<file path="src/rtl/alu_serial.sv">
// Bit-serial ALU: processes SLICE bits per cycle, LSB slice first, and presents the
// complete result plus flags only once all N = WIDTH/SLICE slices are done.
//
// Ports:
//   clk       rising-edge clock
//   rst_n     asynchronous active-low reset
//   start     begin an operation (accepted in IDLE or DONE, ignored in RUN)
//   ctrl      opcode, sampled with start
//   src1/src2 operands, sampled with start
//   result    registered result, held between completions
//   zero      result == 0
//   cout      carry out of the MSB (ADD/SUB only)
//   overflow  signed overflow (ADD/SUB only)
//   busy      high while in RUN
//   done      one-cycle pulse when result/flags update
module alu_serial #(
    parameter int unsigned WIDTH = 32,
    parameter int unsigned SLICE = 8
) (
    input  logic             clk,
    input  logic             rst_n,
    input  logic             start,
    input  logic [3:0]       ctrl,
    input  logic [WIDTH-1:0] src1,
    input  logic [WIDTH-1:0] src2,
    output logic [WIDTH-1:0] result,
    output logic             zero,
    output logic             cout,
    output logic             overflow,
    output logic             busy,
    output logic             done
);

    localparam int unsigned N    = WIDTH / SLICE;
    localparam int unsigned CntW = (N > 1) ? $clog2(N) : 1;
    localparam logic [CntW-1:0] CntLast = CntW'(N - 1);

    localparam logic [3:0] OpAnd  = 4'b0000;
    localparam logic [3:0] OpOr   = 4'b0001;
    localparam logic [3:0] OpAdd  = 4'b0010;
    localparam logic [3:0] OpSub  = 4'b0110;
    localparam logic [3:0] OpSlt  = 4'b0111;
    localparam logic [3:0] OpNor  = 4'b1100;
    localparam logic [3:0] OpNand = 4'b1101;

    typedef enum logic [1:0] {StIdle, StRun, StDone} state_e;

    state_e           state_q;
    logic [3:0]       ctrl_q;
    logic [WIDTH-1:0] a_q;
    logic [WIDTH-1:0] b_q;      // already inverted for SUB/SLT
    logic [WIDTH-1:0] acc_q;    // partial result, slices shift in from the top
    logic [CntW-1:0]  cnt_q;
    logic             carry_q;
    logic [WIDTH-1:0] result_q;
    logic             zero_q;
    logic             cout_q;
    logic             overflow_q;
    logic             busy_q;
    logic             done_q;

    logic             sub_in;
    logic [SLICE-1:0] a_s;
    logic [SLICE-1:0] b_s;
    logic [SLICE:0]   sum_s;
    logic             ov_s;
    logic             arith;
    logic [SLICE-1:0] slice_res;
    logic [WIDTH-1:0] acc_next;
    logic [WIDTH-1:0] res_fin;
    logic             cout_fin;
    logic             ov_fin;

    assign sub_in = (ctrl == OpSub) || (ctrl == OpSlt);

    always_comb begin
        a_s       = a_q[SLICE-1:0];
        b_s       = b_q[SLICE-1:0];
        sum_s     = {1'b0, a_s} + {1'b0, b_s} + {{SLICE{1'b0}}, carry_q};
        // Only meaningful on the last slice, where the MSBs are the operand sign bits.
        ov_s      = (a_s[SLICE-1] == b_s[SLICE-1]) && (sum_s[SLICE-1] != a_s[SLICE-1]);
        arith     = 1'b0;
        slice_res = '0;
        case (ctrl_q)
            OpAnd:  slice_res = a_s & b_s;
            OpOr:   slice_res = a_s | b_s;
            OpNor:  slice_res = ~(a_s | b_s);
            OpNand: slice_res = ~(a_s & b_s);
            OpAdd, OpSub: begin
                slice_res = sum_s[SLICE-1:0];
                arith     = 1'b1;
            end
            OpSlt:  slice_res = sum_s[SLICE-1:0];
            default: slice_res = '0;
        endcase
        acc_next = (acc_q >> SLICE) | (WIDTH'(slice_res) << (WIDTH - SLICE));
        // SLT: sign of difference corrected by overflow gives the true signed compare.
        res_fin  = (ctrl_q == OpSlt) ? {{(WIDTH-1){1'b0}}, sum_s[SLICE-1] ^ ov_s} : acc_next;
        cout_fin = arith & sum_s[SLICE];
        ov_fin   = arith & ov_s;
    end

    always_ff @(posedge clk or negedge rst_n) begin
        if (!rst_n) begin
            state_q    <= StIdle;
            ctrl_q     <= '0;
            a_q        <= '0;
            b_q        <= '0;
            acc_q      <= '0;
            cnt_q      <= '0;
            carry_q    <= 1'b0;
            result_q   <= '0;
            zero_q     <= 1'b0;
            cout_q     <= 1'b0;
            overflow_q <= 1'b0;
            busy_q     <= 1'b0;
            done_q     <= 1'b0;
        end else begin
            done_q <= 1'b0;
            unique case (state_q)
                StIdle, StDone: begin
                    if (start) begin
                        state_q <= StRun;
                        ctrl_q  <= ctrl;
                        a_q     <= src1;
                        b_q     <= sub_in ? ~src2 : src2;
                        carry_q <= sub_in;
                        acc_q   <= '0;
                        cnt_q   <= '0;
                        busy_q  <= 1'b1;
                    end else begin
                        state_q <= StIdle;
                    end
                end
                StRun: begin
                    a_q     <= a_q >> SLICE;
                    b_q     <= b_q >> SLICE;
                    carry_q <= sum_s[SLICE];
                    acc_q   <= acc_next;
                    cnt_q   <= cnt_q + 1'b1;
                    if (cnt_q == CntLast) begin
                        state_q    <= StDone;
                        busy_q     <= 1'b0;
                        done_q     <= 1'b1;
                        result_q   <= res_fin;
                        zero_q     <= (res_fin == '0);
                        cout_q     <= cout_fin;
                        overflow_q <= ov_fin;
                    end
                end
                default: begin
                    state_q <= StIdle;
                    busy_q  <= 1'b0;
                end
            endcase
        end
    end

    assign result   = result_q;
    assign zero     = zero_q;
    assign cout     = cout_q;
    assign overflow = overflow_q;
    assign busy     = busy_q;
    assign done     = done_q;

endmodule
</file>
<file path="config.mk">
export PLATFORM = sky130hd
export DESIGN_NAME = alu_serial
export DESIGN_NICKNAME = d
export VERILOG_FILES = /design/src/rtl/alu_serial.sv
export SDC_FILE = /design/constraint.sdc
export NUM_CORES = 1
export LEC_CHECK = 0
export CAP_MARGIN = 15
export CORE_ASPECT_RATIO = 0.75
export CORE_MARGIN = 5
export CORE_UTILIZATION = 30
export CTS_CLUSTER_SIZE = 10
export DETAILED_ROUTE_END_ITERATION = 8
export GPL_ROUTABILITY_DRIVEN = 0
export PLACE_DENSITY_LB_ADDON = 0.12
export SYNTH_ARGS = -nofsm -noshare
export SYNTH_HDL_FRONTEND = slang
export SYNTH_SLANG_ARGS = --single-unit
</file>
<file path="constraint.sdc">
create_clock -name clk -period 3.2 [get_ports clk]
set_input_delay 0.48 -clock clk [delete_from_list [all_inputs] [get_ports clk]]
set_output_delay 0.48 -clock clk [all_outputs]
set_load 0.05 [all_outputs]
</file>
==> results of run 1 <==
==> cells by family (layout without fill, tap and decap cells) <==
group	Yosys count	count (layout)	share of synthesized area
compound gates	198	198	0.2351
xor+xnor	36	36	0.05033
fa+ha+maj	21	21	0.04554
buf+inv	64	176	0.04014
flops	134	134	0.5353
mux	1	1	0.001797
simple gates	125	125	0.09187
==> where the power goes <==
group / leakage [nW] / internal [W] / switching, W
combinational: 1.60 / 0.00160 / 0.00245
sequential: 1.74 / 0.00237 / 0.000588
clock: 0.305 / 0.00131 / 0.000782
total: 3.65 / 0.00528 / 0.00382
==> flip-flops by register name (all words and copies together) (netlist names) <==
name      cells
busy          1
zero          1
cnt_q         2
acc_q        24
done          1
ctrl_q        4
b_q          32
overflow      1
a_q          32
carry_q       1
cout          1
state_q       2
result       32
==> metrics by stage <==
step	cells	hold WS, ns
after floorplan	579	0.1844
after global placement	941	0.4612
after detailed placement	941	0.4641
after CTS	973	0.1634
after global routing	973	0.1930
final	973	0.1264
==> path summary, 6_finish.rpt <==
path,startpoint,to
worst max-delay path,a_q[0]$_DFFE_PN0P_,zero$_DFFE_PN0P_
worst min-delay path,rst_n,a_q[25]$_DFFE_PN0P_
worst max register to register,a_q[0]$_DFFE_PN0P_,zero$_DFFE_PN0P_
worst min register to register,a_q[21]$_DFFE_PN0P_,a_q[21]$_DFFE_PN0P_
max in group asynchronous,rst_n,a_q[4]$_DFFE_PN0P_
min in group clk,a_q[21]$_DFFE_PN0P_,a_q[21]$_DFFE_PN0P_
==> cell usage after synthesis (2+ instances only) <==
master / n
dfrtp_1: 134
nand2_1: 69
a22o_1: 56
o21ai_0: 50
a22oi_1: 40
xor2_1: 35
clkbuf_1: 34
inv_1: 21
ha_1: 18
nor2_1: 15
a221o_1: 13
nor3_1: 12
a21oi_1: 8
nor4_1: 6
a221oi_1: 5
buf_1: 5
nand2b_1: 5
o221ai_1: 4
a211oi_1: 3
a32o_1: 3
buf_2: 3
fa_1: 3
nand3_1: 3
nor2b_1: 3
a21o_1: 2
and2_1: 2
nand4_1: 2
o21a_1: 2
o21bai_1: 2
o221a_2: 2
o22a_1: 2
==> metal layers <==
metal / wire (um) / global-route usage
met3: 1200 / 0.04436
met2: 7378 / 0.2086
met5: 7 / 0
met4: 225 / 0.04510
met1: 8718 / 0.2276
==> timing repair <==
item,in CTS,in global routing
resized for setup,0,1
endpoints found under the setup margin,0,1
buffers inserted,0,0
==> area by class of cell <==
type | count | area [sq um]
fill | 1974 | 12080
sequential | 134 | 3353
multi-input combinational | 381 | 2688
timing repair buffer | 123 | 1201
clock buffer | 18 | 429.2
tap | 282 | 352.8
clock inverter | 14 | 198.9
inverter | 21 | 78.83
==> layout by cell type, fill, tap and decap left out, drive strengths merged, types with 3 or more instances in the layout <==
cell type / n
dfrtp: 134
clkdlybuf4s50: 106
nand2: 69
a22o: 56
o21ai: 51
a22oi: 40
xor2: 35
inv: 24
ha: 18
clkbuf: 18
buf: 17
nor2: 15
a221o: 13
nor3: 12
a21oi: 8
nor4: 6
clkinv: 6
nand2b: 5
a221oi: 5
o221ai: 4
bufinv: 4
nand3: 3
a32o: 3
fa: 3
nor2b: 3
and2: 3
a211oi: 3
==> out/results.txt, run 1 <==
Post-cts hold buffer count -> 0
DRC violations left -> 0
CTS max path bufs -> 2
Critical Path RT -> 3.55 ns
Worst setup SP type -> flop
Worst setup path class -> reg -> reg
Overall die height -> 135.1 um
EDFF count, synth -> 0
PD cells -> 1096 nW/um^2
Status -> complete, no violations
H-tree depth -> 4
Via density -> 5.053
Synth area leaders -> dfrtp_1, a22o_1, xor2_1
I/O Buffers -> 107
Starting Density -> 0.3074
Routed wire length -> 17530 um
CTS sink cnt -> 134
Clock Skew -> 0.01177 ns
TritonRoute pass-1 iters -> 5
Worst hold path type -> in -> async
Max-cap violation count -> 0
Final Power -> 0.009098 W
Post-synthesis cell count -> 579
CTS tree -> yes
RSZ-0062 raised after global routing -> no
Detail Route Antenna Nets -> 0
Maximum clock frequency -> 324.6 MHz
Sequential fraction of the synthesis area -> 0.5353
Final setup vio count -> 0
Yosys reg bits -> 134
Fin nets -> 770
Buffers plus inverters on the worst setup path -> 0
Post-Syn Nets -> 671
Post-layout util -> 0.4073
Crit end category -> flop
Largest net degree at the start of global routing -> 58
Max transition margin -> 0.4832
CTS Root Cell -> clkbuf_16
Avg Inst Size Synth -> 10.82 sq um
Predominant post-synthesis flop cell -> dfrtp_1
Clk slew on worst S/H paths -> 0.06 ns
R2r setup slk -> 0.12 ns
Number of global-route vias before repair -> 5087
Synth-to-Final Area Change -> 32.51%
Initial antenna violation count -> 1
Setup TNS -> 0 ns
CP max stage cell -> fa_1
Ports -> 108
Delay of the slowest critical-path stage -> 0.48 ns
Worst setup margin -> 0.1195 ns
Design area -> 8302 sq um
Minimum clock period -> 3.081 ns
Max FO, Critical Path -> 4
First-pass GRT wire length -> 28440 um
Number of core rows -> 45
Count of cell types in the netlist -> 48
Diodes inserted -> 0
Synth top area share -> 0.5353
Crit share post-route -> 0.9627
Ys Warns -> 0
Placed cell areas -> 7669 sq um
Core ar. -> 20380 sq um
Number of cells on the critical path -> 11
Grt total ovfl -> 0
Gr usage total -> 0.1513
Pins Over Slew Limit -> 0
FF-to-FF path depth -> 11
Final Hold Vio Count -> 0
Die area -> 23900 sq um
Asr flop ratio synth -> 1.000
Post-Syn Area -> 6265 sq um
First DRT Iteration DRCs -> 353
Via count -> 4917
Synth area leader -> dfrtp_1
Post-DP HPWL -> 12360 um
Worst Setup Slack post-DPL -> 0.1197 ns
Cell family with the largest share of critical-path delay -> compound AO/OA/AOI/OAI gates
Worst-Skew Late Latency -> 0.42 ns
Slew @ Worst Pin -> 0.7753 ns
Max IR drop VDD -> 0.4549 mV
Die span in x -> 176.9 um
Num CTS Buffers -> 17
Share of layout cells above drive strength 1 -> 0.08394
Worst EP arrival -> 3.43 ns
Lkg Pwr -> 3.647 nW
Routed wire per std cell -> 18.02 um
Worst path cell trace -> fa_1, a211oi_2, o21bai_1, a21oi_1, o21bai_1, a21o_1, fa_1, a32o_1, nor3b_2, a41oi_1, o21ai_1
No activity file was read; power rests on OpenSTA's default activity.
==> inputs of run 2 (changes only) <==
--- a/config.mk
+++ b/config.mk
@@ -7,9 +7,8 @@
 export LEC_CHECK = 0
 export CAP_MARGIN = 15
 export CORE_ASPECT_RATIO = 0.75
-export CORE_MARGIN = 5
+export CORE_MARGIN = 2
 export CORE_UTILIZATION = 30
-export CTS_CLUSTER_SIZE = 10
 export DETAILED_ROUTE_END_ITERATION = 8
 export GPL_ROUTABILITY_DRIVEN = 0
 export PLACE_DENSITY_LB_ADDON = 0.12
==> out/results.txt, run 2 (synthesis gave the netlist of run 1 again) <==
Die span in x -> 170.9 um (-3.4%)
Slew @ Worst Pin -> 0.8519 ns (+0.07660 ns)
Core ar. -> 20380 sq um (unchanged)
Max IR drop VDD -> 0.4653 mV (+2.3%)
Post-DP HPWL -> 11980 um (-3.1%)
Fin cells -> 970 (-0.31%)
Hold Slack -> 0.1026 ns (-0.02379 ns)
Detail Route Antenna Nets -> 0 (unchanged)
Worst Setup Slack post-DPL -> 0.1190 ns (-0.0007220 ns)
Critical Path RT -> 3.55 ns (about the same)
Worst setup margin -> 0.1563 ns (+0.03686 ns)
Lkg Pwr -> 3.632 nW (-0.41%)
Number of global-route vias before repair -> 5034 (-1.0%)
Num CTS Buffers -> 17 (unchanged)
Multi-input gate area -> 2695 sq um (+0.28%)
H-tree depth -> 4 (unchanged)
Die area -> 22070 sq um (-7.7%)
CTS max path bufs -> 2 (unchanged)
Worst setup path class -> reg -> reg
Largest net degree at the start of global routing -> 78 (+34%)
Placed insts -> 937 (-0.43%)
First DRT Iteration DRCs -> 362 (+2.5%)
Commonest non-fill, non-tap cell in the layout -> dfrtp_1
Post-layout util -> 0.4062 (-0.001105)
Crit share post-route -> 0.9512 (-0.01152)
CTS sink cnt -> 134 (unchanged)
Overall die height -> 129.1 um (-4.4%)
Number of core rows -> 45 (unchanged)
Post-CTS Resized -> 0 (unchanged)
Routed wire length -> 17370 um (-0.91%)
Via density -> 5.076 (+0.45%)
Worst-Skew Late Latency -> 0.43 ns (about the same)
Ports -> 108 (unchanged)
Post-cts hold buffer count -> 0 (unchanged)
Clk slew on worst S/H paths -> 0.06 ns (about the same)
Worst hold path type -> in -> async
Synth-to-Final Area Change -> 32.15%
Via count -> 4924 (+0.14%)
First-pass GRT wire length -> 28190 um (-0.87%)
CTS Root Cell -> clkbuf_16
Status -> complete, no violations
Worst EP arrival -> 3.39 ns (-0.04 ns)
Grt total ovfl -> 0 (unchanged)
Crit end category -> flop
Pins Over Slew Limit -> 0 (unchanged)
Final Power -> 0.009021 W (-0.85%)
CTS tree -> yes
FF+latch area -> 3354 sq um (about the same)
Final Hold Vio Count -> 0 (unchanged)
Max transition margin -> 0.4321 (-0.05107)
Gr usage total -> 0.1668 (+0.01551)
Clock Skew -> 0.01030 ns (-0.001470 ns)
TritonRoute pass-1 iters -> 5 (unchanged)
Fin nets -> 766 (-0.52%)
Starting Density -> 0.3074 (unchanged)
Most frequent cells in the layout -> dfrtp_1, clkdlybuf4s50_1, nand2_1, a22o_1, o21ai_0
Routed wire per std cell -> 17.91 um (-0.61%)
I/O Buffers -> 107 (unchanged)
Fillcell total -> 1994 (+1.0%)
Initial antenna violation count -> 1 (unchanged)
Maximum clock frequency -> 328.5 MHz (+1.2%)
Final setup vio count -> 0 (unchanged)
Minimum clock period -> 3.044 ns (-0.03686 ns)
Worst setup SP type -> flop
Share of layout cells above drive strength 1 -> 0.08443 (+0.0004887)
DRC violations left -> 0 (unchanged)
Max-cap violation count -> 0 (unchanged)
Post-CTS setup buffer count -> 0 (unchanged)
Max FO, Critical Path -> 4 (unchanged)
PD cells -> 1090 nW/um^2 (-0.58%)
==> run 2: cell count changes in the layout (fill, tap and decap cells not counted), moves of 2 or more <==
cell / before / now
clkinv_4: 4 / 7
inv_8: 0 / 3
bufinv_16: 4 / 2
buf_4: 16 / 10
buf_12: 1 / 3
inv_6: 3 / 1
==> run 2: routing by layer <==
metal / GRT usage / share of wire
met3: 0.04795 / 0.053
met5: 0 / 0
met2: 0.2341 / 0.43
met4: 0.04237 / 0.0079
met1: 0.2508 / 0.51
==> run 2: area by class of cell <==
type                            instances  area share
Sequential cell                       134      0.4052
Timing Repair Buffer                  119      0.1445
Multi-Input combinational cell        381      0.3255
Tap cell                              282     0.04262
Antenna cell                            1   0.0003023
Clock buffer                           17     0.05138
Inverter                               21    0.009521
Clock inverter                         15     0.02101
==> run 2: metrics by stage <==
stage	setup TNS, ns	area (sq um)
finish	0	8279
global route	-0.001592	8277
CTS	0	8263
detailed placement	0	7664
global placement	0	7664
floorplan	0	6265
==> run 2: final timing paths <==
| check | slack (ns) | start | to | depth (start not counted) |
|---|---|---|---|---|
| setup / recovery | 0.16 | a_q[0]$_DFFE_PN0P_ | zero$_DFFE_PN0P_ | 11 |
| max in group asynchronous | 2.24 | rst_n | b_q[0]$_DFFE_PN0P_ | 2 |
| hold / removal | 0.10 | rst_n | a_q[24]$_DFFE_PN0P_ | 1 |
| hold reg to reg | 0.48 | a_q[22]$_DFFE_PN0P_ | a_q[22]$_DFFE_PN0P_ | 2 |
| setup reg to reg | 0.16 | a_q[0]$_DFFE_PN0P_ | zero$_DFFE_PN0P_ | 11 |
| min in group clk | 0.48 | a_q[22]$_DFFE_PN0P_ | a_q[22]$_DFFE_PN0P_ | 2 |
==> run 2: power by group <==
part | leakage, nW | internal [W] | switching (W)
combinational | 1.60 | 0.00161 | 0.00245
clock | 0.297 | 0.00117 | 0.000834
sequential | 1.74 | 0.00237 | 0.000583
==> run 2: worst max-delay path, stage by stage (launching register included) <==
cell and delay (ns):
dfrtp_2 0.44, fa_1 0.47, a211oi_2 0.32, o21bai_2 0.15, a21oi_2 0.15, o21bai_1 0.07, a21o_1 0.19, fa_1 0.47
a32o_1 0.27, nor3b_2 0.15, a41oi_1 0.13, o21ai_1 0.16
==> inputs of run 3 (changes only) <==
--- a/config.mk
+++ b/config.mk
@@ -11,7 +11,9 @@
 export CORE_UTILIZATION = 30
 export DETAILED_ROUTE_END_ITERATION = 8
 export GPL_ROUTABILITY_DRIVEN = 0
+export GPL_TIMING_DRIVEN = 0
 export PLACE_DENSITY_LB_ADDON = 0.12
+export SKIP_CTS_REPAIR_TIMING = 1
 export SYNTH_ARGS = -nofsm -noshare
 export SYNTH_HDL_FRONTEND = slang
 export SYNTH_SLANG_ARGS = --single-unit
==> out/results.txt, run 3 (synthesis gave the netlist of run 1 again) <==
Overall die height -> 129.1 um (unchanged)
Diodes inserted -> 0 (-1)
Maximum clock frequency -> 332.4 MHz (+1.2%)
Multi-input gate area -> 2673 sq um (-0.84%)
NetSw -> 0.003954 W (+2.2%)
Largest net degree at the start of global routing -> 94 (+21%)
Worst Setup Slack post-DPL -> 0.06150 ns (-0.05745 ns)
Share of layout cells above drive strength 1 -> 0.06667 (-0.01776)
TritonRoute pass-1 iters -> 5 (unchanged)
Core ar. -> 20380 sq um (unchanged)
Max-cap violation count -> 0 (unchanged)
Total internal power -> 0.005264 W (+2.2%)
Seq pwr share -> 0.318 (-0.009)
Clock Skew -> 0.01057 ns (+0.0002686 ns)
Worst hold path type -> reg -> reg
R2R Path Start -> a_q[0]$_DFFE_PN0P_
Minimum clock period -> 3.008 ns (-0.03546 ns)
PD cells -> 1102 nW/um^2 (+1.2%)
Crit share post-route -> 0.9401 (-0.01108)
Max transition margin -> 0.5358 (+0.1037)
Most frequent cells in the layout -> dfrtp_1, clkdlybuf4s50_1, nand2_1, a22o_1, o21ai_0
Delay of the slowest critical-path stage -> 0.48 ns (about the same)
Worst r2r dst -> zero$_DFFE_PN0P_
CTS tree -> yes
Number of cells on the critical path -> 11 (unchanged)
FF-to-FF path depth -> 11 (unchanged)
CTS Root Cell -> clkbuf_16
Critical Path Start -> a_q[0]$_DFFE_PN0P_
Number of core rows -> 45 (unchanged)
RSZ-0062 raised after global routing -> no
H-tree depth -> 4 (unchanged)
CP endpoint -> zero$_DFFE_PN0P_
Number of global-route vias before repair -> 5217 (+3.6%)
Lkg Pwr -> 3.625 nW (-0.21%)
Worst-Skew Late Latency -> 0.43 ns (about the same)
Die span in x -> 170.9 um (unchanged)
Final setup vio count -> 0 (unchanged)
Worst setup path class -> reg -> reg
Synth-to-Final Area Change -> 33.47%
Ports -> 108 (unchanged)
First DRT Iteration DRCs -> 439 (+21%)
Starting Density -> 0.3074 (unchanged)
Slew @ Worst Pin -> 0.6963 ns (-0.1556 ns)
Worst setup margin -> 0.1918 ns (+0.03546 ns)
CTS max path bufs -> 2 (unchanged)
Final Hold Vio Count -> 0 (unchanged)
DRC violations left -> 0 (unchanged)
Num CTS Buffers -> 17 (unchanged)
FF+latch area -> 3356 sq um (about the same)
Clk network pwr share -> 0.223 (about the same)
R2r setup slk -> 0.19 ns (+0.04 ns)
Routed wire length -> 18600 um (+7.1%)
Gr usage total -> 0.1775 (+0.01067)
Commonest non-fill, non-tap cell in the layout -> dfrtp_1
Critical Path RT -> 3.56 ns (about the same)
Max IR drop VDD -> 0.4790 mV (+3.0%)
Worst path cell trace -> fa_2, a211oi_2, o21bai_2, a21oi_1, o21bai_1, a21o_1, fa_1, a32o_2, nor3b_2, a41oi_1, o21ai_1
Routed wire per std cell -> 18.56 um (+3.7%)
Worst EP arrival -> 3.36 ns (-0.03 ns)
Die area -> 22070 sq um (unchanged)
Via count -> 5094 (+3.5%)
Status -> complete, no violations
Worst setup SP type -> flop
Crit end category -> flop
Detail Route Antenna Nets -> 0 (unchanged)
Cell family with the largest share of critical-path delay -> compound AO/OA/AOI/OAI gates
Via density -> 5.084 (+0.15%)
Switching Share -> 0.4290 (about the same)
First-pass GRT wire length -> 29580 um (+4.9%)
Initial antenna violation count -> 0 (-1)
Buffers plus inverters on the worst setup path -> 0 (unchanged)
Fillcell total -> 2010 (+0.80%)
CP max stage cell -> fa_1
Grt total ovfl -> 0 (unchanged)
Max FO, Critical Path -> 4 (unchanged)
Post-DP HPWL -> 13870 um (+16%)
Clk slew on worst S/H paths -> 0.06 ns (about the same)
Combinational power share -> 0.459 (+0.008)
Final Power -> 0.009218 W (+2.2%)
I/O Buffers -> 107 (unchanged)
Fin nets -> 799 (+4.3%)
CTS sink cnt -> 134 (unchanged)
Pins Over Slew Limit -> 0 (unchanged)
Worst hold path depth -> 2
==> run 3: worst min-delay path: stages, from the launching register on <==
cell and delay [ns]:
dfrtp_1 0.34, nand2_1 0.05, nand2_1 0.05
==> run 3: how the worst min path moves through the flow <==
stage                                  to  slack [ns]                  start
floorplan              a_q[0]$_DFFE_PN0P_        0.18                  rst_n
global placement    result[0]$_DFFE_PN0P_        0.46  result[0]$_DFFE_PN0P_
detailed placement    a_q[26]$_DFFE_PN0P_        0.44                  rst_n
CTS                   a_q[26]$_DFFE_PN0P_       -0.02                  rst_n
global route          a_q[20]$_DFFE_PN0P_        0.50    a_q[20]$_DFFE_PN0P_
finish                a_q[20]$_DFFE_PN0P_        0.48    a_q[20]$_DFFE_PN0P_
==> run 3: cell type report <==
class	count	share of cell area
Multi-Input combinational cell	381	0.3196
Clock buffer	22	0.05671
Clock inverter	10	0.01736
Tap cell	282	0.04220
Timing Repair Buffer	109	0.1327
Buffer	43	0.02065
Sequential cell	134	0.4013
Inverter	21	0.009427
==> run 3: metrics by stage <==
| stage | instances | utilization | setup TNS, ns | hold slack [ns] | instance area (sq um) |
|---|---|---|---|---|---|
| after global routing | 1002 | 0.4103 | 0 | 0.5003 | 8362 |
| after global placement | 968 | 0.3772 | -495.01 | 0.4621 | 7689 |
| after detailed placement | 969 | 0.3786 | 0 | 0.4352 | 7717 |
| final | 1002 | 0.4103 | 0 | 0.4807 | 8362 |
| after CTS | 1001 | 0.4090 | 0 | -0.02405 | 8337 |
| after floorplan | 579 | - | 0 | 0.1844 | 6265 |
==> run 3: power by group through the flow <==
stage                     Sequential, W  Combinational, W  Clock (W)
after floorplan                 0.00329           0.00235          0
after global placement          0.00294           0.00409          0
after detailed placement        0.00295           0.00417          0
after CTS                       0.00293           0.00420    0.00208
after global routing            0.00302           0.00465    0.00216
final                           0.00293           0.00423    0.00205
==> run 3: metal layers <==
metal,up-vias,wire (um),track usage
met5,-,0,0
li1,2387,-,-
met4,0,358,0.06730
met1,2537,9516,0.2660
met2,145,7865,0.2534
met3,25,856,0.03329
